## src/rtl/pipe_delay_pkg.sv

```systemverilog
// Shared helpers for the elastic delay pipeline: count-width sizing,
// payload bit reversal and valid-bit population count.
package pipe_delay_pkg;

    // Widest payload / deepest pipeline the helper functions handle.
    localparam int MAX_W = 256;

    // Width needed to hold a count in the range 0..depth.
    function automatic int cnt_width(input int depth);
        return $clog2(depth + 1);
    endfunction

    // Reverse the low w bits of x: result bit (w-1-i) takes x bit i.
    function automatic logic [MAX_W-1:0] bitrev(input logic [MAX_W-1:0] x, input int w);
        logic [MAX_W-1:0] r;
        r = '0;
        for (int i = 0; i < w; i++) begin
            r[w-1-i] = x[i];
        end
        return r;
    endfunction

    // Number of set bits in v.
    function automatic int popcount(input logic [MAX_W-1:0] v);
        int c;
        c = 0;
        for (int i = 0; i < MAX_W; i++) begin
            c = c + int'(v[i]);
        end
        return c;
    endfunction

endpackage

```

## src/rtl/pipe_delay_elastic_stage.sv

```systemverilog
// One pipeline slot: a valid flag and its payload register. The slot
// reports that it is handing its word on (adv) when it is full and the
// downstream side can take it this cycle.
module pipe_delay_stage #(
    parameter int WIDTH = 8
) (
    input  logic             clk,
    input  logic             reset,
    input  logic             clear,
    input  logic             load,
    input  logic             advance,
    input  logic [WIDTH-1:0] din,
    output logic             v,
    output logic [WIDTH-1:0] d,
    output logic             adv
);

    logic             v_d;
    logic             v_q;
    logic [WIDTH-1:0] d_d;
    logic [WIDTH-1:0] d_q;

    // The word leaves this slot when the slot is full and downstream accepts.
    always_comb begin
        adv = v_q & advance;
    end

    // Next slot state: clear wins, then a reload, then an emptying hand-off.
    always_comb begin
        v_d = v_q;
        d_d = d_q;
        if (clear) begin
            v_d = 1'b0;
        end else if (load) begin
            v_d = 1'b1;
            d_d = din;
        end else if (adv) begin
            v_d = 1'b0;
        end else begin
            v_d = v_q;
        end
    end

    // Slot registers with synchronous reset to empty and zero payload.
    always_ff @(posedge clk) begin
        if (reset) begin
            v_q <= 1'b0;
            d_q <= '0;
        end else begin
            v_q <= v_d;
            d_q <= d_d;
        end
    end

    assign v = v_q;
    assign d = d_q;

endmodule

```

## src/rtl/pipe_delay_elastic.sv

```systemverilog
// Elastic N-stage delay pipeline with valid/ready handshake, bubble
// collapsing, flush, registered occupancy and optional payload reversal.
// The ready chain is purely combinational from out_ready to in_ready.
module pipe_delay_elastic
    import pipe_delay_pkg::*;
#(
    parameter int WIDTH   = 8,
    parameter int DEPTH   = 4,
    parameter int REVERSE = 0,
    parameter int CNT_W   = cnt_width(DEPTH)
) (
    input  logic             clk,
    input  logic             reset,
    input  logic             flush,
    input  logic             in_valid,
    input  logic [WIDTH-1:0] in_data,
    output logic             in_ready,
    output logic             out_valid,
    output logic [WIDTH-1:0] out_data,
    input  logic             out_ready,
    output logic [CNT_W-1:0] occupancy
);

    logic [DEPTH-1:0] v_s;
    logic [DEPTH-1:0] adv_s;
    logic [DEPTH-1:0] ready_s;
    logic [DEPTH-1:0] load_s;
    logic [DEPTH-1:0] v_next_s;
    logic [WIDTH-1:0] d_s [DEPTH];
    logic [WIDTH-1:0] cap_data_s;
    logic             in_ready_s;
    logic [CNT_W-1:0] occ_d;
    logic [CNT_W-1:0] occ_q;

    // Payload as it is captured into stage 0, optionally bit-reversed.
    always_comb begin
        if (REVERSE != 0) begin
            cap_data_s = WIDTH'(bitrev(MAX_W'(in_data), WIDTH));
        end else begin
            cap_data_s = in_data;
        end
    end

    // Ready chain: slot k may hand on when slot k+1 is empty or handing on.
    always_comb begin
        ready_s            = '0;
        ready_s[DEPTH-1]   = out_ready;
        for (int k = DEPTH - 2; k >= 0; k--) begin
            ready_s[k] = ~v_s[k+1] | ready_s[k+1];
        end
    end

    // Input acceptance: stage 0 free or emptying, and no flush this cycle.
    always_comb begin
        in_ready_s = ~flush & (~v_s[0] | adv_s[0]);
    end

    // Stage loads: stage 0 from the producer, later stages from their predecessor.
    always_comb begin
        load_s    = '0;
        load_s[0] = in_valid & in_ready_s;
        for (int k = 1; k < DEPTH; k++) begin
            load_s[k] = adv_s[k-1] & ~flush;
        end
    end

    for (genvar k = 0; k < DEPTH; k++) begin : g_stage
        logic [WIDTH-1:0] din_s;

        if (k == 0) begin : g_first
            assign din_s = cap_data_s;
        end else begin : g_rest
            assign din_s = d_s[k-1];
        end

        pipe_delay_stage #(
            .WIDTH (WIDTH)
        ) u_stage (
            .clk     (clk),
            .reset   (reset),
            .clear   (flush),
            .load    (load_s[k]),
            .advance (ready_s[k]),
            .din     (din_s),
            .v       (v_s[k]),
            .d       (d_s[k]),
            .adv     (adv_s[k])
        );
    end

    // Valid bits as they will be after this edge, used for the occupancy count.
    always_comb begin
        v_next_s = '0;
        for (int k = 0; k < DEPTH; k++) begin
            v_next_s[k] = ~flush & (load_s[k] | (v_s[k] & ~adv_s[k]));
        end
        occ_d = CNT_W'(popcount(MAX_W'(v_next_s)));
    end

    // Occupancy register, updated in step with the stage valid bits.
    always_ff @(posedge clk) begin
        if (reset) begin
            occ_q <= '0;
        end else begin
            occ_q <= occ_d;
        end
    end

    assign in_ready  = in_ready_s;
    assign out_valid = v_s[DEPTH-1];
    assign out_data  = d_s[DEPTH-1];
    assign occupancy = occ_q;

endmodule

```

## config.mk

```make
export PLATFORM = sky130hd
export DESIGN_NAME = pipe_delay_elastic
export DESIGN_NICKNAME = d
export VERILOG_FILES = /design/src/rtl/pipe_delay_pkg.sv /design/src/rtl/pipe_delay_elastic_stage.sv /design/src/rtl/pipe_delay_elastic.sv
export SDC_FILE = /design/constraint.sdc
export NUM_CORES = 1
export LEC_CHECK = 0
export BUFFER_PORTS_ARGS = -buffer_cell sky130_fd_sc_hd__buf_2
export CORE_MARGIN = 4
export CORE_UTILIZATION = 30
export DETAILED_ROUTE_END_ITERATION = 8
export PLACE_DENSITY_LB_ADDON = 0.2
export SYNTH_ARGS = -nofsm -noshare
export SYNTH_HDL_FRONTEND = slang
export SYNTH_SLANG_ARGS = --single-unit
export TNS_END_PERCENT = 50
```

## constraint.sdc

```tcl
create_clock -name clk -period 7.07 [get_ports clk]
set_clock_uncertainty 0.1 [all_clocks]
set_input_delay 0.707 -clock clk [delete_from_list [all_inputs] [get_ports clk]]
set_output_delay 0.707 -clock clk [all_outputs]
set_load 0.01 [all_outputs]
```

==> impl_results.md <==
- Pwr Total: 0.3814 mW
- Rows: 26
- Drt first-iter violations: 71
- Primary FF master, synth: dfxtp_1
- # port buffers: 25
- CTS sink cnt: 39
- CTS tree: built
- Maximum capacitance violations: 0
- Hold Fails Final Rpt: 0
- Die height: 81.72 um
- Vias: 1250
- Area of the core: 5172 um^2
- Number of library cell types mapped by synthesis: 26
- Peak supply drop: 81.88 uV
- Final instance count without filler cells: 270
- GRT Residual Overflow: 0
- R2R setup slack: 4.51 ns
- RSZ-0062 raised after global routing: false
- Antenna violations before repair: 0
- Min-delay worst type: reg -> reg
- Yosys reg bits: 39
- Min-delay src: g_stage[2].u_stage.d[4]$_SDFFE_PP0P_
- Fin crit share: 0.3826
- Die W: 81.72 um
- Post-synthesis sequential area ratio: 0.4789
- Syn_area_per_cell: 8.909 um^2
- Run status: complete, no violations
- Minimum clock period after layout: 2.705 ns
- Final GP Congestion: 0.6671
- CTS Hold Buffers Added: 0
- Critical Path Sink Type: register
- Final hold slack: 0.3667 ns
- CP max FO: 12
- CTS clk-pin slew, worst paths: 0.07 ns
- Die Area: 6678 um^2
- Initial Utilization: 0.3152
- Setup TNS: 0 ns
- Nets@finish: 217
- Setup CP Type: in -> reg
- Drt via density: 4.630
- H-tree depth: 2
- Gr busiest metal: met2
- DP Area: 1777 um^2
- Synthesized net count: 199
- Syn-to-layout area delta: 13.43%
- Post-synth ARST share: 0
- Clock Latency Late Sink: 0.28 ns
- Slew Limit Fails: 0
- Post-route cell area: 1849 um^2
- # diodes: 0
- PwrDens: 206.2 nW/um^2
- First-pass GRT wire length: 5568 um
- Setup crit start kind: input port
- DRT Pass-1 Iters: 4
- CP required: 7.12 ns
- Worst reg2reg path depth: 8
- Final setup fails: 0
- Vias in the first global route: 1200
- CTS buffer count: 5
- Lkg Pwr: 0.6782 nW
- Cts repair resizes: 0
- Met2 Track Usage GR: 0.1591
- Worst Hold Path Cells: 2
- Crit Reg-Reg Endpoint: occupancy[1]$_SDFF_PP0_
- Post-Syn Area: 1630 um^2
- Final ANT Viol Nets: 0
- Final WL: 3280 um
- Drc violations: 0
- Hold Crit Endpoint: g_stage[3].u_stage.d[4]$_SDFFE_PP0P_
- WL/cell: 12.15 um
- Cells after synthesis: 183
- Post-Place Cells: 264
- Layout cells sized above 1: 0.1600
- Least-Margin Pin Slew: 0.7623 ns
- EDFF count, synth: 0
- GR Util met1: 0.1415
- RR Startpoint: g_stage[2].u_stage.v$_SDFFE_PP0P_
- Global Route met3 Usage: 0.03180
- Root Buffer: clkbuf_8
- Overall routing resource usage: 0.1077
- Io pins: 26
- Longest Clk Path Bufs: 2
- Maximum clock rate: 369.7 MHz
- Yosys warns: 0
- Rel. slew slack: 0.4918
- CP arrival: 2.75 ns
- Pin count of the biggest net entering global routing: 48
- Setup bufs post-CTS: 0
-- critical path, stage by stage --
cell,delay [ns]
buf_2,0.12
and4b_4,0.43
a21oi_1,0.11
or2_1,0.24
fa_1,0.53
inv_1,0.04
ha_1,0.19
ha_1,0.26
nor2b_1,0.12
-- cell usage in the layout, fill, tap and decap left out, drive strengths merged --
master / netlist / routed
dfxtp: 39 / 39
a21oi: 27 / 27
buf: 6 / 25
nand3: 24 / 24
o21ai: 24 / 24
nand2b: 21 / 21
mux2i: 8 / 8
nor2b: 7 / 7
clkbuf: 8 / 6
nor2: 4 / 4
nor3: 3 / 3
or2: 2 / 2
inv: 2 / 2
ha: 2 / 2
and4b: 1 / 1
and3b: 1 / 1
o21bai: 1 / 1
nand4b: 1 / 1
nand3b: 1 / 1
fa: 1 / 1
-- synth_stat cells, types with 2 or more instances --
master | instances | area share
ha_1 | 2 | 0.015
buf_1 | 3 | 0.0069
inv_1 | 2 | 0.0046
clkbuf_1 | 7 | 0.016
nor2_1 | 4 | 0.0092
o21ai_1 | 2 | 0.0061
nor2b_1 | 7 | 0.027
nor3_1 | 3 | 0.0092
a21oi_1 | 26 | 0.080
dfxtp_1 | 39 | 0.48
or2_1 | 2 | 0.0077
nand2b_1 | 21 | 0.081
o21ai_0 | 22 | 0.068
nand3_1 | 24 | 0.074
mux2i_1 | 8 | 0.049
-- sequential cells by signal (all words and copies together), names as in the netlist --
name	flops
g_stage.u_stage.d	32
occupancy	3
g_stage.u_stage.v	4
-- cells by family after synthesis --
family	count (synthesis)	synth area share
DFF	39	0.4789
buffers and inverters	16	0.04528
AOI/OAI and AO/OA	52	0.1681
muxes	8	0.04912
adders and majority gates	3	0.02763
and+or+nand+nor	65	0.2310
-- through the flow --
step,utilization,setup WS [ns]
final,0.3575,4.365
after detailed placement,0.3435,4.063
after floorplan,-,4.310
after global routing,0.3575,4.269
after global placement,0.3435,4.065
after CTS,0.3575,4.363
-- how the worst max path moves through the flow --
| stage | cells after the start | endpoint | slack (ns) | startpoint |
|---|---|---|---|---|
| after global routing | 9 | occupancy[1]$_SDFF_PP0_ | 4.27 | out_ready |
| final | 9 | occupancy[1]$_SDFF_PP0_ | 4.37 | out_ready |
| after floorplan | 9 | occupancy[1]$_SDFF_PP0_ | 4.31 | out_ready |
| after CTS | 9 | occupancy[1]$_SDFF_PP0_ | 4.36 | out_ready |
| after detailed placement | 9 | occupancy[1]$_SDFF_PP0_ | 4.06 | out_ready |
| after global placement | 9 | occupancy[1]$_SDFF_PP0_ | 4.07 | out_ready |
-- power breakdown --
| group | total, mW | switching, mW | internal (mW) |
|---|---|---|---|
| clock network | 0.136 | 0.0698 | 0.0657 |
| registers | 0.225 | 0.00205 | 0.223 |
| logic | 0.0207 | 0.0114 | 0.00928 |
| total | 0.381 | 0.0833 | 0.298 |
-- layout make-up --
class	instances	area, um^2
Multi-Input combinational cell	128	775.7
Timing Repair Buffer	25	125.1
Sequential cell	39	780.7
Clock buffer	6	72.57
Fill cell	566	3323
Inverter	2	7.507
Tap cell	70	87.58
-- metal layers --
metal / share of wire / up-vias
met3: 0.055 / 4
met5: 0 / -
met2: 0.42 / 25
met4: 0.013 / 0
li1: - / 671
met1: 0.51 / 550
Power figures use the tool's default switching activity.
